--- config.mk ---
export PLATFORM = sky130hd
export DESIGN_NAME = fasttwosum_seq_ctrl
export DESIGN_NICKNAME = d
export VERILOG_FILES = /design/src/rtl/fasttwosum_seq_ctrl.sv
export SDC_FILE = /design/constraint.sdc
export NUM_CORES = 1
export LEC_CHECK = 0
export ABC_CLOCK_PERIOD_IN_PS = 2400
export CAP_MARGIN = 30
export CORE_MARGIN = 1
export CORE_UTILIZATION = 46
export CTS_CLUSTER_DIAMETER = 120
export DETAILED_ROUTE_END_ITERATION = 7
export GPL_TIMING_DRIVEN = 1
export PLACE_DENSITY = 0.79
export SYNTH_ARGS = -nofsm -noshare
export SYNTH_HDL_FRONTEND = slang
export SYNTH_SLANG_ARGS = --single-unit
--- constraint.sdc ---
create_clock -name clk_i -period 2.4 [get_ports clk_i]
set_input_delay 0.48 -clock clk_i [delete_from_list [all_inputs] [get_ports clk_i]]
set_output_delay 0.48 -clock clk_i [all_outputs]
set_load 0.01 [all_outputs]
--- src/rtl/fasttwosum_seq_ctrl.sv ---
// Sequencer for one fasttwosum_step: streams a job of len_i elements through the step,
// holding step inputs stable across its latency, and returns the final sum/error pair.
module fasttwosum_seq_ctrl #(
  parameter int EXP_WIDTH_I  = 5,
  parameter int MANT_WIDTH_I = 2,
  parameter int STEP_LAT     = 7,
  parameter int CNT_WIDTH    = 8,
  localparam int BIT_WIDTH_I = 1 + EXP_WIDTH_I + MANT_WIDTH_I
) (
  input  logic                   clk_i,
  input  logic                   rst_ni,
  input  logic                   clear_i,
  input  logic                   start_i,
  input  logic [CNT_WIDTH-1:0]   len_i,
  output logic                   busy_o,
  input  logic                   elem_valid_i,
  input  logic [BIT_WIDTH_I-1:0] elem_i,
  output logic                   elem_ready_o,
  output logic [BIT_WIDTH_I-1:0] step_elem_o,
  output logic [BIT_WIDTH_I-1:0] step_sum_o,
  output logic [BIT_WIDTH_I-1:0] step_error_o,
  input  logic [BIT_WIDTH_I-1:0] step_sum_i,
  input  logic [BIT_WIDTH_I-1:0] step_error_i,
  output logic                   res_valid_o,
  input  logic                   res_ready_i,
  output logic [BIT_WIDTH_I-1:0] res_sum_o,
  output logic [BIT_WIDTH_I-1:0] res_error_o,
  output logic [CNT_WIDTH-1:0]   count_o
);

  localparam int HOLD_W = (STEP_LAT < 1) ? 1 : $clog2(STEP_LAT + 1);
  localparam logic [HOLD_W-1:0] HOLD_LAST = HOLD_W'(STEP_LAT);

  typedef enum logic [1:0] {
    IDLE = 2'd0,
    WAIT = 2'd1,
    HOLD = 2'd2,
    DONE = 2'd3
  } state_e;

  state_e                 state_r;
  state_e                 state_s;
  logic [CNT_WIDTH-1:0]   len_r;
  logic [CNT_WIDTH-1:0]   count_r;
  logic [CNT_WIDTH-1:0]   count_inc_s;
  logic [HOLD_W-1:0]      hold_cnt_r;
  logic                   step_done_s;
  logic                   len_zero_s;
  logic [BIT_WIDTH_I-1:0] acc_sum_r;
  logic [BIT_WIDTH_I-1:0] acc_err_r;
  logic [BIT_WIDTH_I-1:0] step_elem_r;
  logic [BIT_WIDTH_I-1:0] step_sum_r;
  logic [BIT_WIDTH_I-1:0] step_err_r;

  assign count_inc_s = count_r + CNT_WIDTH'(1);
  // The step result is sampled only in the last HOLD cycle, c0+STEP_LAT.
  assign step_done_s = (state_r == HOLD) && (hold_cnt_r == HOLD_LAST);
  assign len_zero_s  = (len_i == {CNT_WIDTH{1'b0}});

  // State register
  always_ff @(posedge clk_i or negedge rst_ni) begin
    if (!rst_ni) begin
      state_r <= IDLE;
    end else begin
      state_r <= state_s;
    end
  end

  // Next-state logic; clear_i overrides every other event
  always_comb begin
    state_s = state_r;
    if (clear_i) begin
      state_s = IDLE;
    end else begin
      case (state_r)
        IDLE: begin
          if (start_i) begin
            state_s = len_zero_s ? DONE : WAIT;
          end else begin
            state_s = IDLE;
          end
        end
        WAIT: begin
          if (elem_valid_i) begin
            state_s = HOLD;
          end else begin
            state_s = WAIT;
          end
        end
        HOLD: begin
          if (step_done_s) begin
            state_s = (count_inc_s == len_r) ? DONE : WAIT;
          end else begin
            state_s = HOLD;
          end
        end
        DONE: begin
          if (res_ready_i) begin
            state_s = IDLE;
          end else begin
            state_s = DONE;
          end
        end
        default: state_s = IDLE;
      endcase
    end
  end

  // Handshake/status outputs decoded from state only
  always_comb begin
    busy_o       = 1'b0;
    elem_ready_o = 1'b0;
    res_valid_o  = 1'b0;
    case (state_r)
      IDLE:    busy_o = 1'b0;
      WAIT:    begin busy_o = 1'b1; elem_ready_o = 1'b1; end
      HOLD:    busy_o = 1'b1;
      DONE:    begin busy_o = 1'b1; res_valid_o = 1'b1; end
      default: busy_o = 1'b0;
    endcase
  end

  // Job length, accumulator, element count, hold counter and frozen step operands
  always_ff @(posedge clk_i or negedge rst_ni) begin
    if (!rst_ni) begin
      len_r       <= {CNT_WIDTH{1'b0}};
      count_r     <= {CNT_WIDTH{1'b0}};
      hold_cnt_r  <= {HOLD_W{1'b0}};
      acc_sum_r   <= {BIT_WIDTH_I{1'b0}};
      acc_err_r   <= {BIT_WIDTH_I{1'b0}};
      step_elem_r <= {BIT_WIDTH_I{1'b0}};
      step_sum_r  <= {BIT_WIDTH_I{1'b0}};
      step_err_r  <= {BIT_WIDTH_I{1'b0}};
    end else if (clear_i) begin
      // Step operands keep their last value so the abandoned step sees no glitch.
      count_r    <= {CNT_WIDTH{1'b0}};
      hold_cnt_r <= {HOLD_W{1'b0}};
    end else begin
      case (state_r)
        IDLE: begin
          if (start_i) begin
            len_r     <= len_i;
            count_r   <= {CNT_WIDTH{1'b0}};
            acc_sum_r <= {BIT_WIDTH_I{1'b0}};
            acc_err_r <= {BIT_WIDTH_I{1'b0}};
          end
        end
        WAIT: begin
          if (elem_valid_i) begin
            step_elem_r <= elem_i;
            step_sum_r  <= acc_sum_r;
            step_err_r  <= acc_err_r;
            hold_cnt_r  <= {HOLD_W{1'b0}};
          end
        end
        HOLD: begin
          if (step_done_s) begin
            acc_sum_r <= step_sum_i;
            acc_err_r <= step_error_i;
            count_r   <= count_inc_s;
          end else begin
            hold_cnt_r <= hold_cnt_r + HOLD_W'(1);
          end
        end
        DONE: begin
          acc_sum_r <= acc_sum_r;
        end
        default: begin
          count_r <= {CNT_WIDTH{1'b0}};
        end
      endcase
    end
  end

  assign step_elem_o  = step_elem_r;
  assign step_sum_o   = step_sum_r;
  assign step_error_o = step_err_r;
  assign res_sum_o    = acc_sum_r;
  assign res_error_o  = acc_err_r;
  assign count_o      = count_r;

endmodule

# Yosys cells after proc, flatten, opt, wreduce, memory -nomap -nowiden
# Index checks and enable logic that the tools add are counted.
# word_totals
reg_bits	61
inputBits	38
out_inout_bits	51
wordCells	58
# op_classes
add_sub_neg	2
n_eq_ne	11
mux	23
bitwise_logic	1
n_reduce_logical	12
# op_table
op	n
8-bit case mux with 2 select lines	3
8-bit two-way mux	5
2-bit two-way mux	7
3-bit != test, second input constant	4
3-bit AND reduction	4
3-bit two-way mux	3
8-bit by 1-bit adder with 8-bit output, second input constant	1
8-bit == test	1
8-bit logical NOT	1
2-bit case mux with 4 select lines	1
3-bit case mux with 2 select lines	1
3-bit nonzero test	2
2-bit == test, second input constant	2
2-bit != test, second input constant	2
4-bit AND reduction	1
3-bit by 1-bit adder with 3-bit output, second input constant	1
3-bit == test, second input constant	1
3-bit OR reduction	1
2-bit by 1-bit == test with 1-bit output, second input constant	1
2-bit logical NOT	1
1-bit two-way mux	2
1-bit case mux with 2 select lines	1
2-bit nonzero test	1
1-bit logical AND	1
1-bit inverter	1

# Logic depth before layout (Yosys ltp)
# Gate-level depths: netlist (run 1).
# depth
word_depth	6
ltp_mapped	8
mapped_depth_nobuf	7

# Worst setup path before layout (run 1)
# No wires, ideal clock.
# synth_timing
kind	flip-flop to flip-flop
start	register count_r[0], in the netlist count_o[0]
end	register state_r[1]
setup_time_ps	111
arrival_ps	1958
t_required_ps	2289
path_slack_ps	331
stages_incl_launch_ff	7
path_buffers	0
synth_period_minus_slack_ps	2069
cell_sequence	dfrtp_1 -> ha_1 -> nor2b_1 -> or4b_2 -> nand3_1 -> a31oi_1 -> a2111oi_2
# synth_between
elab_chain_cells	6
# synth_rtl
item	line_no	text
from (decl)	44	logic [CNT_WIDTH-1:0] count_r;
from (signal assigned)	127	count_r <= {CNT_WIDTH{1'b0}};
from (signal assigned)	136	count_r <= {CNT_WIDTH{1'b0}};
from (signal assigned)	143	count_r <= {CNT_WIDTH{1'b0}};
8-bit by 1-bit adder with 8-bit output	55	assign count_inc_s = count_r + CNT_WIDTH'(1);
8-bit == test	92	state_s = (count_inc_s == len_r) ? DONE : WAIT;
2-bit two-way mux	92	
2-bit two-way mux	91	if (step_done_s) begin
2-bit case mux with 4 select lines	75	case (state_r)
2-bit two-way mux	72	if (clear_i) begin
net state_s[1]	42	state_e state_s;
to (signal assigned)	65	state_r <= state_s;
to (decl)	41	state_e state_r;
# The timed path passes the listed nets, and every way through them passes these cells.
# A chain may end at the register's enable or synchronous reset.

# Worst setup path after layout (run 1)
# Ends and elaborated chain as after synthesis.

==> results of run 1 <==
==> power breakdown <==
| part | switching, W | leakage [nW] | internal, W |
|---|---|---|---|
| combinational | 0.000226 | 0.804 | 0.000361 |
| clock | 0.000387 | 0.112 | 0.000602 |
| sequential | 0.0000880 | 0.816 | 0.00116 |
| total | 0.000701 | 1.73 | 0.00212 |
==> sequential cells by signal, summed over array words and instances (netlist names) <==
signal / cells
step_error_o: 8
step_sum_o: 8
state_r: 2
count_o: 8
step_elem_o: 8
res_sum_o: 8
len_r: 8
hold_cnt_r: 3
res_error_o: 8
==> cells in the final DEF, fill, tap and decap left out, types with 2 or more instances in the layout <==
cell             count
a21oi_1              2
xor2_1               5
nand4_1              2
buf_4                3
nand2b_1             2
bufinv_16            2
buf_12               2
a31oi_1              2
nor2b_1              3
clkinv_2             3
clkdlybuf4s50_1     87
mux2_2              33
mux2i_1              2
nor2_1              14
a211oi_1             2
clkbuf_8            10
or3_1                2
or3b_2               2
nand2_1              7
ha_1                 3
xnor2_1              2
and3_1               4
inv_1                2
a41oi_1              2
dfrtp_1             61
nand3_1              2
a22o_1              19
o21ai_0             15
==> cell families (layout without fill, tap and decap cells) <==
family	after synthesis	in the layout	synth area share, %
AOI/OAI and AO/OA	47	47	12.76
and+or+nand+nor	47	47	9.401
buffers and inverters	15	110	2.995
DFF	61	61	56.22
adders and majority gates	3	3	1.383
muxes	36	36	14.98
xor gates and xnor gates	7	7	2.258
==> per-stage QoR <==
stage	hold slack [ps]	total power [W]	worst slack (ps)	instance area (µm²)
after global routing	168.2	0.002956	63.90	3887
after global placement	488.7	0.001840	271.4	3675
final	148.5	0.002819	207.6	3887
after detailed placement	494.2	0.001852	234.5	3675
after CTS	149.2	0.002840	209.1	3887
after floorplan	184.4	0.001546	330.7	2715
==> per-layer routing <==
| layer | share of wire (%) | up-vias | GRT usage (%) |
|---|---|---|---|
| li1 | - | 975 | - |
| met1 | 43 | 1005 | 27.49 |
| met2 | 46 | 79 | 31.22 |
| met3 | 8.6 | 14 | 9.195 |
| met4 | 2.3 | 0 | 12.18 |
| met5 | 0 | - | 0 |
==> synthesized netlist by cell type <==
cell type / instances / area (µm²)
dfrtp_1: 61 / 1526
xnor2_1: 2 / 17.52
a2111oi_0: 1 / 8.760
mux2_4: 1 / 15.01
or2_2: 1 / 6.260
mux2i_1: 2 / 20.02
and2_1: 1 / 6.260
nand4_1: 2 / 12.51
inv_1: 2 / 7.510
buf_4: 1 / 7.510
or4b_2: 1 / 10.01
a21oi_1: 2 / 10.01
a2111oi_2: 1 / 15.01
o31ai_1: 1 / 7.510
o21ai_0: 15 / 75.07
a211oi_1: 2 / 15.01
a41oi_1: 2 / 17.52
clkbuf_1: 5 / 18.77
mux2_2: 33 / 371.6
nor4_1: 1 / 6.260
nand3_1: 2 / 10.01
a22o_1: 19 / 166.4
ha_1: 3 / 37.54
nand2b_1: 2 / 12.51
nor3_1: 2 / 10.01
nor2_1: 14 / 52.55
or3_1: 2 / 12.51
a211o_1: 1 / 8.760
nand2_1: 7 / 26.28
buf_6: 2 / 22.52
and3_1: 4 / 25.02
and3b_1: 1 / 8.760
xor2_1: 5 / 43.79
nor2b_1: 3 / 18.77
a31oi_1: 2 / 12.51
nor3b_2: 1 / 12.51
a21bo_1: 1 / 10.01
buf_2: 5 / 25.02
or3b_2: 2 / 17.52
nor3b_1: 1 / 7.510
==> worst max-delay path, delay by kind of cell, from the launching register on <==
kind	cells	cell delay, ps
AO/OA/AOI/OAI	2	440
adder cells (fa/ha/maj)	1	290
flip-flops	1	450
AND/OR/NAND/NOR	3	900
==> path summary, 6_finish.rpt <==
path                                                  end  depth (start not counted)  slack, ps                      start
worst min register to register  step_sum_o[4]$_DFFE_PN0P_                          1        500  step_sum_o[4]$_DFFE_PN0P_
max in group asynchronous          count_o[6]$_DFFE_PN0P_                          2       2000                     rst_ni
worst max register to register       state_r[1]$_DFF_PN0_                          6        210     count_o[0]$_DFFE_PN0P_
worst max-delay path                 state_r[1]$_DFF_PN0_                          6        210     count_o[0]$_DFFE_PN0P_
min in group clk_i              step_sum_o[4]$_DFFE_PN0P_                          1        500  step_sum_o[4]$_DFFE_PN0P_
worst min-delay path            step_sum_o[1]$_DFFE_PN0P_                          2        150                     rst_ni
==> final cells by class <==
class	count	share of cell area [%]
well taps	72	2.317
inverters	2	0.1931
clock buffers	10	3.540
multi-input cells	140	28.61
clock inverters	5	1.931
repair buffers	93	24.14
flip-flops and latches	61	39.27
==> flow_summary.yaml, run 1 <==
power:
  power_density_nw_per_um2: 725.2
  p_leak_nw: 1.732
  irDropWorstVdd_uv: 501.7
route:
  routed_via_density: 5.413
  wl_per_cell_um: 16.25
  drt_iter0_drc: 99
  drt_pass1_iterations: 7
  ant_nets: 0
  num_vias: 2073
  drc: 0
  routed_wl_mm: 6.225
finish:
  antenna_cells: 0
  drive_gt1_share_pct: 19.94
  multi_input_comb_area_um2: 1112
  syn_to_final_growth_pct: 43.18
  fill_cells: 422
  nets: 348
  register_area_um2: 1526
  stdcell_count: 383
  postLayoutCoreUtil_pct: 69.32
logic_synthesis:
  synth_fp_nets: 257
  ys_seq_area_share_pct: 56.22
  synth_area_um2: 2715
  postSynthAreaPerCell_um2: 12.57
  yosys_warnings: 0
  synth_cells: 216
  synth_cell_types: 40
  ys_ff_latch: 61
place:
  hpwlAfterDp_mm: 4.228
  dp_cells: 368
  numPortBuffers: 88
  gp_congestion: 0.8100
timing:
  worst_pin_slew_ps: 544.8
  rsz0062_at_grt: "no"
  tns_ps: 0
  finClkSkew_ps: 10.07
  finalHoldViolations: 0
  period_share_pct: 91.35
  post-route-min-period_ps: 2192
  maxSlewViolCount: 0
  slew_headroom_pct: 62.74
  fmax_mhz: 456.1
  setup_viol: 0
worst_setup_path:
  crit_chain: "ha_1 -> nor2b_1 -> or4b_2 -> nand3_1 -> a31oi_1 -> a2111oi_2"
  endpoint_kind: "register"
  cp.required_ps: 2620
  worstPathMaxFanout: 7
  slowest_delay_ps: 620
  crit_path_top_delay_cell: "or4b_2"
  worstSetupPathType: "reg -> reg"
  cp-start-kind: "register"
  critPathArrivalTime_ps: 2410
global_routing:
  grt_pass1_wl_mm: 10.14
  grt_pass1_vias: 2120
  track_usage_pct: 21.72
  gr-total-overflow: 0
  grt_max_degree: 62
  antenna_found_initial: 0
floorplan:
  die_area_um2: 6213
  start_util_pct: 48.42
  core_um2: 5608
  io-pin-count: 89
  die_w_um: 78.83
  die_y_um: 78.83
  rows: 27
clocking:
  ctsHoldBuffers: 0
  cts_inserted_buffers: 9
  cts_tree: "built"
  clock_path_buffers: 2
  cts-root-buf: "clkbuf_8"
  cts_setup_buffers: 0
  cts-htree-levels: 3
  clk_latency_ps: 330
  ctsResizeCount: 0
  clock_sinks: 61
  clk_pin_slew_ps: 70
hold_path:
  hold_path_class: "in -> async"
outcome:
  run_status: "completed"
run:
  maxCapViolCount: 0
Power figures use the tool's default switching activity.
==> run 2: changes to the inputs <==
CORE_MARGIN = 8   (was 1)
CTS_CLUSTER_DIAMETER = unset   (was 120)
SLEW_MARGIN = 20   (was unset)
==> flow_summary.yaml, run 2 (synthesis gave the netlist of run 1 again) <==
outcome:
  run_status: "completed"
timing:
  fmax_mhz: 457.6
  slew_headroom_pct: 57.39
  tns_ps: 0
  rsz0062_at_grt: "no"
  finClkSkew_ps: 6.883
  period_share_pct: 91.05
  setup_viol: 0
  finalHoldViolations: 0
  worst_pin_slew_ps: 639.2
  post-route-min-period_ps: 2185
  maxSlewViolCount: 0
place:
  numPortBuffers: 88
  dpl-instance-area_um2: 3679
  dp_cells: 371
  gp_congestion: 0.8064
  hpwlAfterDp_mm: 4.936
worst_setup_path:
  slowest_delay_ps: 510
  cp.required_ps: 1920
  crit_path_top_delay_cell: "clkdlybuf4s50_1"
  endpoint_kind: "output pin"
  worstPathMaxFanout: 9
  worstSetupPathType: "reg -> out"
  ff2ff_setup_slack_ps: 220
  crit_chain: "or2_2 -> clkdlybuf4s50_1"
  critPathArrivalTime_ps: 1710
  cp-start-kind: "register"
route:
  drt_iter0_drc: 82
  drt_pass1_iterations: 4
  num_vias: 2054
  drc: 0
  routed_wl_mm: 6.811
  routed_via_density: 5.307
  wl_per_cell_um: 17.60
  ant_nets: 0
clocking:
  clock_path_buffers: 2
  ctsResizeCount: 0
  clock_sinks: 61
  cts_tree: "built"
  clk_latency_ps: 330
  ctsHoldBuffers: 0
  clk_pin_slew_ps: 70
  cts_inserted_buffers: 9
  cts-root-buf: "clkbuf_8"
  cts_setup_buffers: 0
  cts-htree-levels: 3
finish:
  syn_to_final_growth_pct: 43.09
  design_area_um2: 3885
  layout_commonest_cell: "clkdlybuf4s50_1"
  postLayoutCoreUtil_pct: 66.80
  drive_gt1_share_pct: 19.55
  stdcell_count: 387
  antenna_cells: 0
  nets: 348
  layout_common_cells: "87 x clkdlybuf4s50_1, 61 x dfrtp_1, 33 x mux2_2"
floorplan:
  die_y_um: 92.83
  die_area_um2: 8616
  rows: 28
  io-pin-count: 89
  die_w_um: 92.83
  start_util_pct: 46.69
  core_um2: 5816
run:
  maxCapViolCount: 0
power:
  power_frac_seq_pct: 44.3
  p_clk_share_pct: 34.6
  intPower_w: 0.002097
  irDropWorstVdd_uv: 416.9
  p_leak_nw: 1.727
  switchingPower_w: 0.0007151
  switching_share_pct: 25.43
  pwr-share-comb_pct: 21.1
  power_density_nw_per_um2: 723.9
hold_path:
  hold_path_class: "in -> async"
global_routing:
  grt_max_degree: 36
  antenna_found_initial: 0
  grt_pass1_wl_mm: 11.25
  grt_pass1_vias: 2262
  gr-total-overflow: 0
  track_usage_pct: 16.58
## run 2: cell count changes in the layout (fill, tap and decap cells not counted), sizes merged
cell and change:
clkbuf +1
## run 2: cell type report
class | count | area (µm²)
repair buffers | 93 | 938.4
clock buffers | 11 | 131.4
multi-input cells | 140 | 1112
fillers | 441 | 1931
well taps | 75 | 93.84
flip-flops and latches | 61 | 1526
inverters | 2 | 7.507
clock inverters | 5 | 75.07
## run 2: metrics by stage
step	hold slack, ps	total power, W	worst slack [ps]
finish	166.9	0.002813	214.7
CTS	189.1	0.002838	210.4
detailed placement	495.5	0.001868	234.3
global route	218.5	0.002940	111.7
floorplan	184.4	0.001546	330.7
global placement	488.7	0.001844	255.9
## run 2: path summary, 6_finish.rpt
kind,from,end,cells after the start
setup reg to reg,count_o[0]$_DFFE_PN0P_,state_r[1]$_DFF_PN0_,6
max in group asynchronous,rst_ni,res_error_o[4]$_DFFE_PN0P_,2
hold reg to reg,step_elem_o[4]$_DFFE_PN0P_,step_elem_o[4]$_DFFE_PN0P_,1
min in group clk_i,step_elem_o[4]$_DFFE_PN0P_,step_elem_o[4]$_DFFE_PN0P_,1
hold / removal,rst_ni,step_elem_o[1]$_DFFE_PN0P_,1
setup / recovery,state_r[1]$_DFF_PN0_,busy_o,2
## run 2: power by group through the flow
stage | Clock [W] | Sequential [W] | Combinational, W
after floorplan | 0 | 0.00128 | 0.000270
after global placement | 0 | 0.00126 | 0.000588
after detailed placement | 0 | 0.00127 | 0.000600
after CTS | 0.000985 | 0.00125 | 0.000605
after global routing | 0.00103 | 0.00126 | 0.000643
final | 0.000974 | 0.00125 | 0.000593
## run 2: routing by layer
metal  vias up  GRT usage (%)  routed length [µm]  part of all wire (%)
met5         -              0                   0                     0
met4         0          6.443                  75                   1.1
met3         8          8.091                 671                   9.9
met2        62          25.74                3182                    47
met1      1013          19.24                2882                    42
li1        971              -                   -                     -
## run 2: worst max-delay path: cells and delay by family (launching register included)
family                 cells  cell delay (ps)
flip-flops                 1              490
buffers and inverters      1              510
AND/OR/NAND/NOR            1              380
